File: src/rtl/gpio_pkg.sv
// Shared definitions for the GPIO peripheral: register offsets and bus helpers.
// Latency: n/a (package only).
// Backpressure: n/a (package only).
package gpio_pkg;

    // Word offsets inside the 32-byte window (byte offset >> 2).
    typedef enum logic [2:0] {
        OFS_IN       = 3'd0,  // 0x00 synchronised pin levels, read-only
        OFS_IRQ_EN   = 3'd1,  // 0x04 interrupt enable
        OFS_IRQ_PEND = 3'd2,  // 0x08 pending edges, write-1-to-clear
        OFS_EDGE_SEL = 3'd3,  // 0x0C 1 = falling, 0 = rising
        OFS_OUT      = 3'd4,  // 0x10 output register
        OFS_SET      = 3'd5,  // 0x14 OUT |= d
        OFS_CLR      = 3'd6,  // 0x18 OUT &= ~d
        OFS_TOG      = 3'd7   // 0x1C OUT ^= d
    } gpio_ofs_e;

    // Warm-up counter value at which edge detection becomes live.
    localparam logic [1:0] WARM_DONE = 2'd3;

    // Expand per-byte enables into a per-bit mask.
    function automatic logic [31:0] byte_mask(input logic [3:0] be);
        logic [31:0] m;
        m = '0;
        for (int k = 0; k < 4; k++) begin
            m[8*k +: 8] = {8{be[k]}};
        end
        return m;
    endfunction

endpackage

File: src/rtl/gpio_if.sv
// Register bus bundle for the GPIO peripheral.
// Latency: n/a (wires only); read data is registered by the slave.
// Backpressure: none; every access completes in one cycle.
// Signals: address (byte), data_in (write data), width (byte enables),
//          write (strobe), data_out (registered read data).
interface gpio_if;
    logic [9:0]  address;
    logic [31:0] data_in;
    logic [3:0]  width;
    logic        write;
    logic [31:0] data_out;

    modport master (output address, output data_in, output width, output write,
                    input  data_out);
    modport slave  (input  address, input  data_in, input  width, input  write,
                    output data_out);
endinterface

File: src/rtl/gpio_sync_edge.sv
// Pin synchroniser (s1, s2), history flop (s3) and per-bit edge detector.
// Latency: pin change before edge k gives evt_o during the cycle after edge k+1.
// Backpressure: none; evt_o is a one-cycle pulse per selected edge.
// Ports: clk, rst (sync, active-high), gpio_i (async pins), edge_sel_i (1=falling),
//        sync_o (s2, synchronised level), evt_o (selected edge seen this cycle).
module gpio_sync_edge
    import gpio_pkg::*;
#(
    parameter int WIDTH = 8
) (
    input  logic             clk,
    input  logic             rst,
    input  logic [WIDTH-1:0] gpio_i,
    input  logic [WIDTH-1:0] edge_sel_i,
    output logic [WIDTH-1:0] sync_o,
    output logic [WIDTH-1:0] evt_o
);

    logic [WIDTH-1:0] s1_q, s2_q, s3_q;
    logic [1:0]       warm_q;
    logic [WIDTH-1:0] rise, fall;

    always_ff @(posedge clk) begin
        if (rst) begin
            s1_q   <= '0;
            s2_q   <= '0;
            s3_q   <= '0;
            warm_q <= '0;
        end else begin
            s1_q <= gpio_i;
            s2_q <= s1_q;
            s3_q <= s2_q;
            // Saturating: once the pipeline holds real pin history it stays live.
            if (warm_q != WARM_DONE) begin
                warm_q <= warm_q + 2'd1;
            end
        end
    end

    assign sync_o = s2_q;
    assign rise   = s2_q & ~s3_q;
    assign fall   = ~s2_q & s3_q;

    // Edge selection depends only on pin history, so flipping edge_sel_i
    // on a steady pin can never produce an event. The zeros shifted in by
    // reset would look like edges for pins already high; gate them off.
    assign evt_o = (warm_q == WARM_DONE) ? ((edge_sel_i & fall) | (~edge_sel_i & rise))
                                         : '0;

endmodule

File: src/rtl/gpio_periph.sv
// Memory-mapped GPIO block: output register with set/clear/toggle aliases,
// synchronised inputs with edge-triggered pending bits and a level interrupt.
// Latency: register writes take effect at the write edge; reads return one cycle later.
// Backpressure: none; the bus is always ready.
// Ports: clk, rst (sync, active-high), bus (gpio_if slave), gpio_in (async pins),
//        gpio_out (OUT register), irq (|(PEND & IRQ_EN)).
module gpio_periph
    import gpio_pkg::*;
#(
    parameter int         WIDTH     = 8,
    parameter logic [9:0] BASE_ADDR = 10'h40
) (
    input  logic             clk,
    input  logic             rst,
    gpio_if.slave            bus,
    input  logic [WIDTH-1:0] gpio_in,
    output logic [WIDTH-1:0] gpio_out,
    output logic             irq
);

    logic [WIDTH-1:0] out_q, out_d;
    logic [WIDTH-1:0] irq_en_q, irq_en_d;
    logic [WIDTH-1:0] pend_q, pend_d;
    logic [WIDTH-1:0] edge_sel_q, edge_sel_d;
    logic [31:0]      rdata_q, rdata_d;

    logic [WIDTH-1:0] pin_sync, pin_evt;
    logic [31:0]      be_mask;
    logic [WIDTH-1:0] wbits, wmask;
    logic [WIDTH-1:0] rsel;
    logic             hit, we;
    gpio_ofs_e        ofs;
    logic             unused_bits;

    gpio_sync_edge #(.WIDTH(WIDTH)) u_sync_edge (
        .clk        (clk),
        .rst        (rst),
        .gpio_i     (gpio_in),
        .edge_sel_i (edge_sel_q),
        .sync_o     (pin_sync),
        .evt_o      (pin_evt)
    );

    // Byte lanes and pins beyond WIDTH simply have no storage behind them.
    assign unused_bits = ^{bus.data_in, be_mask, bus.address[1:0]};

    always_comb begin
        hit     = (bus.address[9:5] == BASE_ADDR[9:5]);
        ofs     = gpio_ofs_e'(bus.address[4:2]);
        we      = bus.write & hit;
        be_mask = byte_mask(bus.width);
        wmask   = be_mask[WIDTH-1:0];
        wbits   = bus.data_in[WIDTH-1:0] & wmask;

        out_d      = out_q;
        irq_en_d   = irq_en_q;
        edge_sel_d = edge_sel_q;
        pend_d     = pend_q;

        if (we) begin
            case (ofs)
                OFS_IRQ_EN:   irq_en_d   = (irq_en_q & ~wmask) | wbits;
                OFS_IRQ_PEND: pend_d     = pend_q & ~wbits;
                OFS_EDGE_SEL: edge_sel_d = (edge_sel_q & ~wmask) | wbits;
                OFS_OUT:      out_d      = (out_q & ~wmask) | wbits;
                OFS_SET:      out_d      = out_q | wbits;
                OFS_CLR:      out_d      = out_q & ~wbits;
                OFS_TOG:      out_d      = out_q ^ wbits;
                default:      ;  // IN is read-only
            endcase
        end
        // Applied after the W1C so a fresh edge survives a same-cycle clear.
        pend_d = pend_d | pin_evt;

        case (ofs)
            OFS_IN:       rsel = pin_sync;
            OFS_IRQ_EN:   rsel = irq_en_q;
            OFS_IRQ_PEND: rsel = pend_q;
            OFS_EDGE_SEL: rsel = edge_sel_q;
            OFS_OUT:      rsel = out_q;
            default:      rsel = '0;  // SET/CLR/TOG are write-only
        endcase

        rdata_d = '0;
        if (hit) begin
            rdata_d[WIDTH-1:0] = rsel;
        end
    end

    always_ff @(posedge clk) begin
        if (rst) begin
            out_q      <= '0;
            irq_en_q   <= '0;
            pend_q     <= '0;
            edge_sel_q <= '0;
            rdata_q    <= '0;
        end else begin
            out_q      <= out_d;
            irq_en_q   <= irq_en_d;
            pend_q     <= pend_d;
            edge_sel_q <= edge_sel_d;
            rdata_q    <= rdata_d;
        end
    end

    assign gpio_out     = out_q;
    assign irq          = |(pend_q & irq_en_q);
    assign bus.data_out = rdata_q;

endmodule
File: src/flat_wrapper.sv
// flat-port wrapper written by rule: the top's interface ports become plain ports
module gpio_periph_flat import gpio_pkg::*;
#(
    parameter int         WIDTH     = 8,
    parameter logic [9:0] BASE_ADDR = 10'h40
)
  (clk, rst, gpio_in, gpio_out, irq, bus_address, bus_data_in, bus_width, bus_write, bus_data_out);
  gpio_if bus_i ();
  input  logic clk;
  input  logic rst;
  input  logic [WIDTH-1:0] gpio_in;
  output logic [WIDTH-1:0] gpio_out;
  output logic irq;
  input wire logic [$bits(bus_i.address)-1:0] bus_address;
  input wire logic [$bits(bus_i.data_in)-1:0] bus_data_in;
  input wire logic [$bits(bus_i.width)-1:0] bus_width;
  input wire logic [$bits(bus_i.write)-1:0] bus_write;
  output wire logic [$bits(bus_i.data_out)-1:0] bus_data_out;
  assign bus_i.address = bus_address;
  assign bus_i.data_in = bus_data_in;
  assign bus_i.width = bus_width;
  assign bus_i.write = bus_write;
  assign bus_data_out = bus_i.data_out;
  gpio_periph #(.WIDTH(WIDTH), .BASE_ADDR(BASE_ADDR)) u_core (.clk(clk), .rst(rst), .bus(bus_i), .gpio_in(gpio_in), .gpio_out(gpio_out), .irq(irq));
endmodule
File: config.mk
export PLATFORM = sky130hd
export DESIGN_NAME = gpio_periph_flat
export DESIGN_NICKNAME = d
export VERILOG_FILES = /design/src/rtl/gpio_pkg.sv /design/src/rtl/gpio_if.sv /design/src/rtl/gpio_sync_edge.sv /design/src/rtl/gpio_periph.sv /design/src/flat_wrapper.sv
export SDC_FILE = /design/constraint.sdc
export NUM_CORES = 1
export LEC_CHECK = 0
export CAP_MARGIN = 20
export CORE_MARGIN = 5
export CORE_UTILIZATION = 51
export DETAILED_ROUTE_END_ITERATION = 10
export GPL_ROUTABILITY_DRIVEN = 0
export PLACE_DENSITY = 0.85
export SLEW_MARGIN = 5
export SYNTH_ARGS = -nofsm -noshare
export SYNTH_HDL_FRONTEND = slang
export SYNTH_SLANG_ARGS = --single-unit
export TNS_END_PERCENT = 20
File: constraint.sdc
create_clock -name clk -period 2.65 [get_ports clk]
set_input_delay 0.265 -clock clk [delete_from_list [all_inputs] [get_ports clk]]
set_output_delay 0.265 -clock clk [all_outputs]
set_load 0.02 [all_outputs]
# Yosys cells after proc, flatten, opt, wreduce, memory -nomap -nowiden
# Cells that the tools add are included.
# W data, S select, Z words.
# word_totals
out_inout_bits	41
input_bits	57
reg_bits	90
elab_cells	58
# classes
mux	5
n_bitwise	25
addsub	1
reduce_logical	7
eq_ne	10
# op_table
cell	n
$and A8 B8 Y8	11
$or A8 B8 Y8	6
$not A8 Y8	5
$pmux W8 S5	1
$pmux W8 S4	1
$mux W8	3
$eq A3 B3 Y1 const B	4
$reduce_or A8 Y1	1
$xor A8 B8 Y8	1
$eq A3 B2 Y1 const B	2
$reduce_and A2 Y1	3
$eq A5 B2 Y1 const B	1
$reduce_bool A4 Y1	1
$eq A3 B1 Y1 const B	1
$logic_not A3 Y1	1
$add A2 B1 Y2 const B	1
$eq A2 B2 Y1 const B	1
$ne A2 B2 Y1 const B	1
$reduce_or A2 Y1	1
$and A1 B1 Y1	1
$not A1 Y1	1

# Depth between registers and ports, before layout
# depth
word_depth	6
ltp_mapped	7
ltp_nobuf	5

# By module
# A second synthesis with hierarchy kept.
# unflattened
hier_cells	365
area_unflattened_um2	3487.1
# by_module_without_submodules
mod	area_per_inst_um2	seq_area_each_um2	cells_each	instances
gpio_periph	2561.2	800.8	282	1
gpio_sync_edge	925.9	520.5	83	1

# Worst setup path after synthesis
# Ideal clock, no wire load.
# synth_path
kind	input to register
startpoint	input bus_width[0]
endpoint	register u_core.out_q[6], in the netlist u_core.gpio_out[6]
path_slack_ps	935
n_path_buf	2
stages	6
required_time_ps	2562
arrival_ps	1627
setup_time_ps	88
path_cell_list	buf_2 > buf_1 > nand2_1 > ha_1 > o32a_1 > a311oi_2
# synth_between
elab_chain_len	4
word_cells_on_any_way	9
cone_classes	1 x mux; 8 x bitwise
# synth_lines
element	line_no	source
start: declaration	flat_wrapper.sv:16	input wire logic [$bits(bus_i.width)-1:0] bus_width;
$and A8 B8 Y8 or $not A8 Y8 (tied branches)	gpio_periph.sv:53, gpio_periph.sv:65	
$not A8 Y8 or $and A8 B8 Y8 (tied branches)	gpio_periph.sv:67, gpio_periph.sv:65	
$and A8 B8 Y8 or $or A8 B8 Y8 (tied branches)	gpio_periph.sv:67, gpio_periph.sv:65	
$pmux W8 S4 (*)	gpio_periph.sv:61	case (ofs)
end signal: assignment	gpio_periph.sv:98	out_q <= out_d;
end: declaration	gpio_periph.sv:21	logic [WIDTH-1:0] out_q, out_d;
# Every way passes the cells marked *; elsewhere a longest branch is shown, timed or not.
# A chain may end at the register's enable or synchronous reset.

# Worst setup path in the final report
# layout_path
startpoint	input bus_address[4]
endpoint	register u_core.out_q[1], in the netlist u_core.gpio_out[1]
# layout_between
elab_chain_len	3
word_cells_on_any_way	7
cone_classes	4 x eq/ne; 1 x mux; 2 x reduce/logical
# layout_lines
element	line_no	source
start: declaration	flat_wrapper.sv:14	input wire logic [$bits(bus_i.address)-1:0] bus_address;
$eq A3 B3 Y1	gpio_periph.sv:61	
$reduce_bool A4 Y1 (no source line)	--	
$reduce_and A2 Y1 (no source line)	--	
# Several ways; a longest one is shown, not always the timed one.

==> results <==
- The tool flagged a number of max-cap violations equal to 0.
- TritonCTS created 9 clock buffers.
- Summing internal, switching and leakage power gives 1.95 mW.
- The tree built by TritonCTS fans out to 66 sinks.
- Setup repair after global routing left no endpoint under its margin.
- Relative to the synthesized area, the layout overhead comes to 17.3%.
- STA classifies the critical path startpoint as an input port.
- The final layout contains routed wiring with a total length of 7790 um.
- The initial antenna violation count is 0.
- The via count of the first global-routing pass is 2672.
- The share of total power in combinational logic is 12.0%.
- At the pin with the least slew margin, the transition time is 804 ps.
- Summed over all nets, the half-perimeter wirelength after detailed placement is 5330 um.
- The wire length of the first global-routing pass is 12800 um.
- The maximum clock path buffer count is 2.
- The number of antenna diodes is 0.
- The number of detailed-route iterations in the first pass is 5.
- During synthesis, Yosys emitted a total of 0 warnings.
- The slowest cell on the critical path is clkdlybuf4s50_1.
- Along the worst path, the maximum fanout reaches 16.
- Ranked by total cell area, the synthesized netlist is headed by dfxtp_1 (40%), nor2b_1 (7.9%), mux2i_1 (5.4%).
- After clock tree synthesis, the setup repair step added 0 buffers.
- The minimum period implied by the final worst setup slack is 1990 ps.
- For this run, the total global-route usage over all layers was measured as 19.1%.
- The chip height is 90.6 um.
- The clock share of power is 35.0%.
- The pin count of the biggest net entering global routing is 43.
- Global routing consumed, on the met3 layer, 4.50% of the routing resources.
- The number of H-tree branching levels is 3.
- Traced cell by cell, the critical path runs through clkdlybuf4s50_1, inv_1, nor4b_4, buf_4, nor2_1, a311oi_1.
- The synthesized netlist devotes 3.40% of its cell area to adder and majority cells.
- The final worst-path cycle share is 75.3%.
- Counting every instance in the synthesized netlist gives 370.
- The peak per-stage delay on the critical path is 820 ps.
- Using the TritonRoute via totals, the vias-per-cell ratio works out to 5.77.
- 98 I/O pins were placed.
- The count of final max-slew check failures is 0.
- The clock reaches the later pin of the worst-skew pair after 340 ps.
- In the final routed layout, each cell accounts on average for 15.9 um.
- For met2 alone, demand over resource in global routing was 30.1%.
- The post-synthesis average cell area is 8.96 um^2.
- Summing all multi-input logic gate instances after layout gives 0.00180 mm^2.
- After Yosys synthesis, and, or, nand and nor cells account for 22.5% of the synthesized area.
- The final net count is 478.
- VDD sags by at most 0.365 mV.
- After detailed routing, the number of remaining DRC violations is 0.
- Of the cells placed in the final design, the portion with a size suffix greater than 1 is 8.47%.
- The synthesized-area fraction occupied by ao, oa, aoi and oai cells is 17.6%.
- The detail route stage leaves a number of antenna-violating nets equal to 0.
- TritonCTS built the clock tree.
- The die covers 0.00821 mm^2.
- The worst setup path is of the input port to flop kind.
- The number of hold buffers added after CTS is 0.
- The effective utilization at floorplan is 52.2%.
- Data on the critical path arrives at its endpoint at 2240 ps.
- The run finished with clean final reports.
- The final setup violation count is 0.
- The internal cell power is 1.45 mW.
- The number of standard-cell rows in the floorplan is 29.
- The largest area contributor in the netlist is dfxtp_1.
- The library cell used most frequently in the layout, excluding fill and tap cells, is dfxtp_1.
- The required time at the endpoint of the critical path is 2890 ps.
- After routing, the total negative slack on setup checks comes to 0 ps.
- The horizontal extent of the die is 90.6 um.
- The area share of xor/xnor cells in the synthesized design is 0.264%.
- The overall via count from detail_route is 2829.
- For this run, the register share of the synthesized area comes to 39.9%.
- Net switching is 25.3% of the power.
- The total leakage power is 1.56 nW.
- The cell at the root of the clock tree is clkbuf_8.
- The share of the synthesized area in the top cell type is 39.9%.
- During placement, the flow inserted port buffers numbering 44.
- The largest family of logic cells by synthesized area is simple AND/OR/NAND/NOR gates.
- The clock slew seen by the registers of the worst setup and hold paths is 60 ps.
- The global route total overflow is 0.
- The class of the tightest hold or removal check is input port to flop.
- The number of gates given a new drive strength after cts is 0.
- The met1 track demand over resource in global routing is 23.7%.
- The worst slew margin relative to its limit is 46.0%.
- The DRC marker count from the first detailed-route iteration is 184.
- The fmax is 0.501 GHz.
- The portion of synthesized area spent on multiplexers is 7.81%.
- The sort of element at the end of the critical path is a flop.
- The unique cell type count in the Yosys netlist is 39.
- The footprint of the flip-flops and latches is 0.00132 mm^2.
- The register share of total power is 53.0%.
- The number of endpoints with negative hold slack in the final report was 0.
- The fill cell instance count of the final layout is 573.
- The netlist area before placement is 0.00331 mm^2.
- The flop and latch count out of synthesis is 66.
- The top cell types in the final layout, fill and taps aside, are dfxtp_1 (66), clkdlybuf4s50_1 (43), nor2b_1 (42).
- Power spread over the standard cell area amounts to 501 mW/mm^2.
- The total core area is 0.00635 mm^2.
- Summed over all nets, the switching power comes to 0.493 mW.
- For the final database, setup skew stands at 3.61 ps.
- The most heavily used metal layer in global routing is met2.
## Yosys cell counts, drive strengths merged
| cell type | n |
|---|---|
| and3b | 2 |
| xor2 | 1 |
| o32a | 7 |
| and4bb | 1 |
| o31ai | 1 |
| nor2 | 30 |
| o21a | 1 |
| nor4b | 1 |
| nand2 | 21 |
| nand4b | 1 |
| nor3b | 14 |
| mux2i | 18 |
| o22ai | 7 |
| a22oi | 11 |
| conb | 1 |
| clkbuf | 12 |
| nand3 | 3 |
| o21ai | 24 |
| buf | 33 |
| o31a | 1 |
| nor3 | 2 |
| ha | 9 |
| mux2 | 7 |
| nand2b | 1 |
| and2 | 7 |
| a311oi | 8 |
| nor2b | 42 |
| a21oi | 32 |
| nand3b | 2 |
| inv | 2 |
| dfxtp | 66 |
| nand4 | 2 |
## worst paths after layout
kind	from	end	slack, ps	depth (start not counted)
max	bus_address[4]	u_core.gpio_out[1]	660	6
min	rst	flop	400	2
max reg2reg	u_core.gpio_out[1]	u_core.gpio_out[1]	1240	3
min reg2reg	u_core.u_sync_edge.s1_q[7]	u_core.u_sync_edge.sync_o[7]	440	1
## per-stage QoR
stage / instances / hold slack (ps) / instance area (um^2) / worst slack, ps / util (%)
after global routing: 490 / 434 / 3890 / 502 / 61.2
final: 490 / 397 / 3890 / 655 / 61.2
after detailed placement: 478 / 425 / 3740 / 349 / 58.9
after floorplan: 393 / 393 / 3400 / 935 / -
after global placement: 478 / 416 / 3740 / 385 / 58.9
after CTS: 490 / 385 / 3890 / 694 / 61.2
## per-layer routing
metal  wire (um)  share of wire (%)  vias up
met5           0                  0        -
met3         642                8.2       26
met2        3590                 46      138
met4         265                3.4        0
met1        3290                 42     1320
li1            -                  -     1345
## critical path: cells and delay by family
| kind | cells | cell delay [ps] |
|---|---|---|
| AND/OR/NAND/NOR | 2 | 380 |
| AO/OA/AOI/OAI | 1 | 260 |
| buffers and inverters | 3 | 1330 |
## power by group through the flow
stage	Clock [mW]	Sequential, mW	Combinational (mW)
after floorplan	0	1.05	0.171
after global placement	0	1.05	0.223
after detailed placement	0	1.05	0.229
after CTS	0.695	1.03	0.230
after global routing	0.732	1.03	0.256
final	0.681	1.03	0.233
## final cells by class
cell class	instances	area share [%]
multi-input cells	280	46.3
flip-flops and latches	66	34.0
repair buffers	53	13.3
clock buffers	11	3.64
well taps	77	2.48
inverters	2	0.193
clock inverters	1	0.129
## kinds of logic after synthesis
group | Yosys count
flops | 66
other cells | 1
fa+ha+maj | 9
xor+xnor | 1
mux | 25
simple gates | 129
buf+inv | 47
compound gates | 92
Power figures use the tool's default switching activity.
